==> src/rtl/bure_alu_arb_if.sv <==
// Request/response bus between two ALU clients and the shared-ALU arbiter.
// Fields carry the arbiter-side i_/o_ direction names; the master modport is the client view.
interface bure_alu_arb_if #(
    parameter int DATA_WIDTH = 32
);
    logic [1:0]                 i_req_valid;
    logic [1:0]                 o_req_ready;
    logic [1:0][2:0]            i_req_funct3;
    logic [1:0][6:0]            i_req_funct7;
    logic [1:0]                 i_req_force_add;
    logic [1:0][DATA_WIDTH-1:0] i_req_lhs;
    logic [1:0][DATA_WIDTH-1:0] i_req_rhs;
    logic [1:0]                 o_rsp_valid;
    logic [1:0]                 i_rsp_ready;
    logic [DATA_WIDTH-1:0]      o_rsp_data;

    modport slave (
        input  i_req_valid, i_req_funct3, i_req_funct7, i_req_force_add,
        input  i_req_lhs, i_req_rhs, i_rsp_ready,
        output o_req_ready, o_rsp_valid, o_rsp_data
    );

    modport master (
        output i_req_valid, i_req_funct3, i_req_funct7, i_req_force_add,
        output i_req_lhs, i_req_rhs, i_rsp_ready,
        input  o_req_ready, o_rsp_valid, o_rsp_data
    );
endinterface

==> src/rtl/bure_alu_arbiter.sv <==
// Two-requester arbiter time-sharing one bure_alu, one operation in flight.
// Define BURE_ALU_ARB_FIXED_PRIO_EN for fixed priority (requester 0 wins); default is round-robin.
module bure_alu #(
    parameter int DATA_WIDTH = 32
) (
    input  logic [2:0]            i_funct3,
    input  logic [6:0]            i_funct7,
    input  logic                  i_force_add,
    input  logic [DATA_WIDTH-1:0] i_lhs,
    input  logic [DATA_WIDTH-1:0] i_rhs,
    output logic [DATA_WIDTH-1:0] o_result
);
    localparam int SHW = $clog2(DATA_WIDTH);

    logic           w_alt;
    logic [SHW-1:0] w_shamt;

    assign w_alt   = (i_funct7 == 7'h20);
    assign w_shamt = i_rhs[SHW-1:0];

    always_comb begin
        o_result = '0;
        if (i_force_add) begin
            o_result = i_lhs + i_rhs;
        end else begin
            case (i_funct3)
                3'd0:    o_result = w_alt ? (i_lhs - i_rhs) : (i_lhs + i_rhs);
                3'd1:    o_result = i_lhs << w_shamt;
                3'd2:    o_result = DATA_WIDTH'($signed(i_lhs) < $signed(i_rhs));
                3'd3:    o_result = DATA_WIDTH'(i_lhs < i_rhs);
                3'd4:    o_result = i_lhs ^ i_rhs;
                3'd5:    o_result = w_alt ? DATA_WIDTH'($signed(i_lhs) >>> w_shamt)
                                          : (i_lhs >> w_shamt);
                3'd6:    o_result = i_lhs | i_rhs;
                3'd7:    o_result = i_lhs & i_rhs;
                default: o_result = '0;
            endcase
        end
    end
endmodule

// state | meaning
// IDLE  | arbitrating; ready offered to the winning valid requester
// EXEC  | captured operands drive the ALU; result registered on exit
// RESP  | response held on o_rsp_valid[g] until the granted requester takes it
module bure_alu_arbiter #(
    parameter int DATA_WIDTH = 32
) (
    input  logic            i_clk,
    input  logic            i_rst_n,
    bure_alu_arb_if.slave   bus
);
    typedef enum logic [1:0] {IDLE, EXEC, RESP} state_t;

    state_t                r_state;
    state_t                w_next;
    logic [2:0]            r_funct3;
    logic [6:0]            r_funct7;
    logic                  r_force_add;
    logic [DATA_WIDTH-1:0] r_lhs;
    logic [DATA_WIDTH-1:0] r_rhs;
    logic                  r_gnt;
    logic [1:0]            r_rsp_valid;
    logic [DATA_WIDTH-1:0] r_rsp_data;
    logic                  w_win;
    logic [1:0]            w_req_ready;
    logic                  w_accept;
    logic                  w_rsp_done;
    logic [DATA_WIDTH-1:0] w_alu_result;
`ifndef BURE_ALU_ARB_FIXED_PRIO_EN
    logic                  r_last;
`endif

    // Winner depends only on valid and state; reset gates ready off asynchronously.
    always_comb begin
        w_win = ~bus.i_req_valid[0];
`ifndef BURE_ALU_ARB_FIXED_PRIO_EN
        if (&bus.i_req_valid) w_win = ~r_last;
`endif
        w_req_ready = 2'b00;
        if (r_state == IDLE && i_rst_n && |bus.i_req_valid) w_req_ready[w_win] = 1'b1;
    end

    assign w_accept   = |w_req_ready;
    assign w_rsp_done = r_rsp_valid[r_gnt] & bus.i_rsp_ready[r_gnt];

    always_comb begin
        w_next = r_state;
        case (r_state)
            IDLE:    if (w_accept) w_next = EXEC;
            EXEC:    w_next = RESP;
            RESP:    if (w_rsp_done) w_next = IDLE;
            default: w_next = IDLE;
        endcase
    end

    always_ff @(posedge i_clk or negedge i_rst_n) begin
        if (!i_rst_n) r_state <= IDLE;
        else          r_state <= w_next;
    end

    bure_alu #(.DATA_WIDTH(DATA_WIDTH)) u_alu (
        .i_funct3    (r_funct3),
        .i_funct7    (r_funct7),
        .i_force_add (r_force_add),
        .i_lhs       (r_lhs),
        .i_rhs       (r_rhs),
        .o_result    (w_alu_result)
    );

    always_ff @(posedge i_clk or negedge i_rst_n) begin
        if (!i_rst_n) begin
            r_funct3    <= '0;
            r_funct7    <= '0;
            r_force_add <= 1'b0;
            r_lhs       <= '0;
            r_rhs       <= '0;
            r_gnt       <= 1'b0;
            r_rsp_valid <= 2'b00;
            r_rsp_data  <= '0;
        end else begin
            if (w_accept) begin
                r_funct3    <= bus.i_req_funct3[w_win];
                r_funct7    <= bus.i_req_funct7[w_win];
                r_force_add <= bus.i_req_force_add[w_win];
                r_lhs       <= bus.i_req_lhs[w_win];
                r_rhs       <= bus.i_req_rhs[w_win];
                r_gnt       <= w_win;
            end
            if (r_state == EXEC) begin
                r_rsp_data  <= w_alu_result;
                r_rsp_valid <= r_gnt ? 2'b10 : 2'b01;
            end else if (r_state == RESP && w_rsp_done) begin
                r_rsp_valid <= 2'b00;
            end
        end
    end

`ifndef BURE_ALU_ARB_FIXED_PRIO_EN
    // Reset to 1 so requester 0 wins the first contention.
    always_ff @(posedge i_clk or negedge i_rst_n) begin
        if (!i_rst_n)      r_last <= 1'b1;
        else if (w_accept) r_last <= w_win;
    end
`endif

    assign bus.o_req_ready = w_req_ready;
    assign bus.o_rsp_valid = r_rsp_valid;
    assign bus.o_rsp_data  = r_rsp_data;
endmodule

==> src/flat_wrapper.sv <==
// flat-port wrapper written by rule: the top's interface ports become plain ports
module bure_alu_arbiter_flat 
#(
    parameter int DATA_WIDTH = 32
)
  (i_clk, i_rst_n, bus_i_req_valid, bus_i_req_funct3, bus_i_req_funct7, bus_i_req_force_add, bus_i_req_lhs, bus_i_req_rhs, bus_i_rsp_ready, bus_o_req_ready, bus_o_rsp_valid, bus_o_rsp_data);
  bure_alu_arb_if #(.DATA_WIDTH(DATA_WIDTH)) bus_i ();
  input  logic i_clk;
  input  logic i_rst_n;
  input wire logic [$bits(bus_i.i_req_valid)-1:0] bus_i_req_valid;
  input wire logic [$bits(bus_i.i_req_funct3)-1:0] bus_i_req_funct3;
  input wire logic [$bits(bus_i.i_req_funct7)-1:0] bus_i_req_funct7;
  input wire logic [$bits(bus_i.i_req_force_add)-1:0] bus_i_req_force_add;
  input wire logic [$bits(bus_i.i_req_lhs)-1:0] bus_i_req_lhs;
  input wire logic [$bits(bus_i.i_req_rhs)-1:0] bus_i_req_rhs;
  input wire logic [$bits(bus_i.i_rsp_ready)-1:0] bus_i_rsp_ready;
  output wire logic [$bits(bus_i.o_req_ready)-1:0] bus_o_req_ready;
  output wire logic [$bits(bus_i.o_rsp_valid)-1:0] bus_o_rsp_valid;
  output wire logic [$bits(bus_i.o_rsp_data)-1:0] bus_o_rsp_data;
  assign bus_i.i_req_valid = bus_i_req_valid;
  assign bus_i.i_req_funct3 = bus_i_req_funct3;
  assign bus_i.i_req_funct7 = bus_i_req_funct7;
  assign bus_i.i_req_force_add = bus_i_req_force_add;
  assign bus_i.i_req_lhs = bus_i_req_lhs;
  assign bus_i.i_req_rhs = bus_i_req_rhs;
  assign bus_i.i_rsp_ready = bus_i_rsp_ready;
  assign bus_o_req_ready = bus_i.o_req_ready;
  assign bus_o_rsp_valid = bus_i.o_rsp_valid;
  assign bus_o_rsp_data = bus_i.o_rsp_data;
  bure_alu_arbiter #(.DATA_WIDTH(DATA_WIDTH)) u_core (.i_clk(i_clk), .i_rst_n(i_rst_n), .bus(bus_i));
endmodule
==> config.mk <==
export PLATFORM = sky130hd
export DESIGN_NAME = bure_alu_arbiter_flat
export DESIGN_NICKNAME = d
export VERILOG_FILES = /design/src/rtl/bure_alu_arb_if.sv /design/src/rtl/bure_alu_arbiter.sv /design/src/flat_wrapper.sv
export SDC_FILE = /design/constraint.sdc
export NUM_CORES = 1
export LEC_CHECK = 0
export CAP_MARGIN = 20
export CELL_PAD_IN_SITES_DETAIL_PLACEMENT = 1
export CELL_PAD_IN_SITES_GLOBAL_PLACEMENT = 1
export CORE_MARGIN = 2
export CORE_UTILIZATION = 38
export CTS_CLUSTER_DIAMETER = 50
export DETAILED_ROUTE_END_ITERATION = 8
export GPL_ROUTABILITY_DRIVEN = 0
export PLACE_DENSITY = 0.75
export RECOVER_POWER = 25
export SLEW_MARGIN = 20
export SYNTH_ARGS = -nofsm -noshare
export SYNTH_HDL_FRONTEND = slang
export SYNTH_HIERARCHICAL = 1
export SYNTH_SLANG_ARGS = --single-unit
==> constraint.sdc <==
create_clock -name i_clk -period 4.28 [get_ports i_clk]
set_input_delay 0.856 -clock i_clk [delete_from_list [all_inputs] [get_ports i_clk]]
set_output_delay 0.856 -clock i_clk [all_outputs]
set_load 0.01 [all_outputs]
==> results.json <==
{
  "syn_inst": 1829,
  "final_layout_size_suffix_gt1_share_pct": 12.4,
  "yosysUniqueCellTypes": 79,
  "design.core.area_um2": 36400,
  "yosysTopAreaCellShare_pct": 20.0,
  "critPathKind": "flip-flop to flip-flop",
  "p_leak_nw": 7.17,
  "synth_most_common_cell": "nand2_1",
  "hp-class": "primary input to async pin",
  "area_growth_pct": 21.8,
  "endpoint": "u_core/bus.o_rsp_data[5]",
  "grt_max_degree": 78,
  "drt_iter0_markers": 2133,
  "htreeDepth": 4,
  "layout_min_cycle_time_ns": 4.05,
  "dr.pass1.iters": 7,
  "ys_seq_area_share_pct": 20.2,
  "stdcell_area_um2": 17100,
  "num_vias": 16100,
  "stdcell_count": 2443,
  "cts_inserted_buffers": 17,
  "crit_path_end_kind": "flip-flop",
  "antenna_found_initial": 1,
  "p_per_area_nw_per_um2": 1020,
  "maxSlewHeadroom_pct": -32.1,
  "status": "complete, but fails checks",
  "tightest_slew_ns": 1.97,
  "regArea_um2": 2840,
  "avgSynthCellArea_um2": 7.66,
  "r2r_slack_ns": 0.23,
  "cp.arrival_ns": 4.37,
  "ff2ff_path_depth": 12,
  "power.total_mw": 17.4,
  "swShare_pct": 56.7,
  "synth.area.top_cells": "dfrtp_1 (20%), ha_1 (8.7%), nand2_1 (7.8%), mux4_2 (7.1%), a221o_1 (5.7%)",
  "fp.dieH_um": 196,
  "place_area_um2": 16500,
  "dp_cells": 2411,
  "track_usage_pct": 33.0,
  "tns_ns": 0,
  "max_stage_delay_ns": 1.05,
  "nFillCells": 4451,
  "synth_edf_count": 0,
  "cts_tree": "done",
  "clock-sinks": 113,
  "cp.depth": 12,
  "setup.worst_path.start": "u_core/r_rhs[0]",
  "path_cells": "buf_12 > mux2i_1 > o22ai_1 > nand2_1 > o21ai_0 > o21ai_0 > a211oi_1 > a2111oi_0 > buf_4 > a21oi_1 > nand2_1 > nand2_1",
  "grt_overflow": 0,
  "start_util_pct": 38.5,
  "cp.required_ns": 4.60,
  "synth_async_sr_flop_share_pct": 100,
  "ys_seq_elements": 113,
  "ant_nets": 0,
  "cp_max_fo": 66,
  "pwr-share-comb_pct": 78.6,
  "min_period_over_period_pct": 94.5,
  "cts.path.max_buffers": 2,
  "root_buffer": "clkbuf_16",
  "hpwl_um": 48900,
  "fin_worst_skew_ns": 0.0124,
  "antenna_cells": 0,
  "max-cap-violations": 3,
  "cp_num_buf_inv": 2,
  "post_cts_resize_count": 0,
  "post-route-drc-count": 0,
  "hold_buffers": 0,
  "postCtsSetupBuffers": 0,
  "ys_warn_count": 6,
  "grt_first_pass_wirelength_um": 97600,
  "rsz0062_at_grt": "no",
  "nets": 2217,
  "power.internal_mw": 7.55,
  "cp_slowest_cell": "a2111oi_0",
  "synth_common_cells": "nand2_1 (290), nor2_1 (161), a21oi_1 (133), o21ai_0 (128), clkbuf_1 (114)",
  "multiInputGateArea_um2": 10100,
  "critPathTopFamily": "compound AO/OA/AOI/OAI gates",
  "routed_wl_um": 64200,
  "ys.flop_type": "dfrtp_1",
  "p_sw_mw": 9.89,
  "violations": "capacitance limit, slew limit",
  "fmax_mhz": 247,
  "yosysTopAreaCell": "dfrtp_1",
  "ir_drop_v": 0.000350,
  "finalSetupViolations": 0,
  "syn-num-nets": 2084,
  "finalHoldViolCount": 0,
  "post_drt_wl_per_cell_um": 26.3,
  "cp_common_cell": "nand2_1",
  "slew_violations": 118,
  "grt_pass1_vias": 16000,
  "synth_area_um2": 14000,
  "die_x_um": 196,
  "seq_power_share_pct": 12.8,
  "reg2reg_to": "u_core/bus.o_rsp_data[5]",
  "num_rows": 70,
  "reg2reg_from": "u_core/r_rhs[0]",
  "power_frac_clock_pct": 8.6,
  "clkLatencyLatePin_ns": 0.44,
  "ioPinCount": 192,
  "dieArea_um2": 38400,
  "worstSetupStartpointType": "flip-flop",
  "clkTransAtPathRegs_ns": 0.06,
  "port_buffers": 191,
  "vias_per_cell": 6.58
}
## per-stage QoR
stage | utilization, % | setup slack, ns | hold slack [ns]
after CTS | 46.9 | 0.382 | 0.208
after floorplan | - | 0.145 | 0.471
after global placement | 45.3 | 0.461 | 0.463
after detailed placement | 45.3 | 0.428 | 0.468
after global routing | 46.8 | 0.0359 | 0.318
final | 46.8 | 0.234 | 0.311
## worst min path at each step
| stage | slack, ns | cells after the start | endpoint |
|---|---|---|---|
| 2_1_floorplan | 0.47 | 1 | u_core/r_funct7[5] |
| 3_3_place_gp | 0.46 | 2 | u_core/bus.o_rsp_data[17] |
| 3_5_place_dp | 0.47 | 2 | u_core/bus.o_rsp_data[17] |
| 4_1_cts | 0.21 | 1 | u_core/r_gnt |
| 5_1_grt | 0.32 | 1 | u_core/r_state[0] |
| 6_report | 0.31 | 1 | u_core/r_state[0] |
## power groups by stage
stage / Combinational (mW) / Clock [mW] / Sequential (mW)
floorplan: 8.53 / 0 / 2.09
global placement: 12.7 / 0 / 2.21
detailed placement: 13.0 / 0 / 2.23
CTS: 13.1 / 1.51 / 2.22
global route: 14.4 / 1.56 / 2.30
finish: 13.7 / 1.50 / 2.24
## final cells by class
class / instances / share of cell area (%)
sequential: 113 / 16.6
clock inverter: 12 / 0.829
inverter: 96 / 2.11
multi-input combinational: 1459 / 59.4
timing repair buffer: 275 / 14.9
clock buffer: 20 / 2.62
tap: 468 / 3.43
## flip-flops by register name, summed over array words and instances, names as in the netlist
| register | count |
|---|---|
| u_core/r_force_add | 1 |
| u_core/r_funct7 | 7 |
| u_core/bus.o_rsp_data | 32 |
| u_core/r_last | 1 |
| u_core/r_lhs | 32 |
| u_core/r_gnt | 1 |
| u_core/r_state | 2 |
| u_core/bus.o_rsp_valid | 2 |
| u_core/r_rhs | 32 |
| u_core/r_funct3 | 3 |
## cell usage in the layout, fill, tap and decap left out, types with 20 or more instances in the layout
cell type        instances
nor3_1                  66
a21oi_1                133
a221o_1                 80
nor3_2                  39
inv_1                   92
nand2_1                290
o21ai_0                128
dfrtp_1                109
o211ai_1                21
mux2i_1                 48
a211oi_1                35
nor2_1                 160
clkdlybuf4s50_1        188
mux4_2                  44
ha_1                    97
buf_4                   80
a221oi_1                20
## cells by family after synthesis
logic type	after synthesis	synth area share, %
and+or+nand+nor	653	21.7
AOI/OAI and AO/OA	589	29.2
buffers and inverters	257	7.57
DFF	113	20.2
muxes	105	11.5
adders and majority gates	99	8.95
xor gates and xnor gates	13	0.813
## layer usage
layer / share of wire, % / wire length, µm / global-route usage, % / vias up
met3: 9.8 / 6300 / 6.17 / 166
met4: 3.5 / 2230 / 10.9 / 0
met2: 44 / 28500 / 52.1 / 988
met5: 0 / 0 / 0 / -
met1: 42 / 27100 / 45.5 / 7949
li1: - / - / - / 6981
Note: power is estimated with default switching activity, not from simulation.
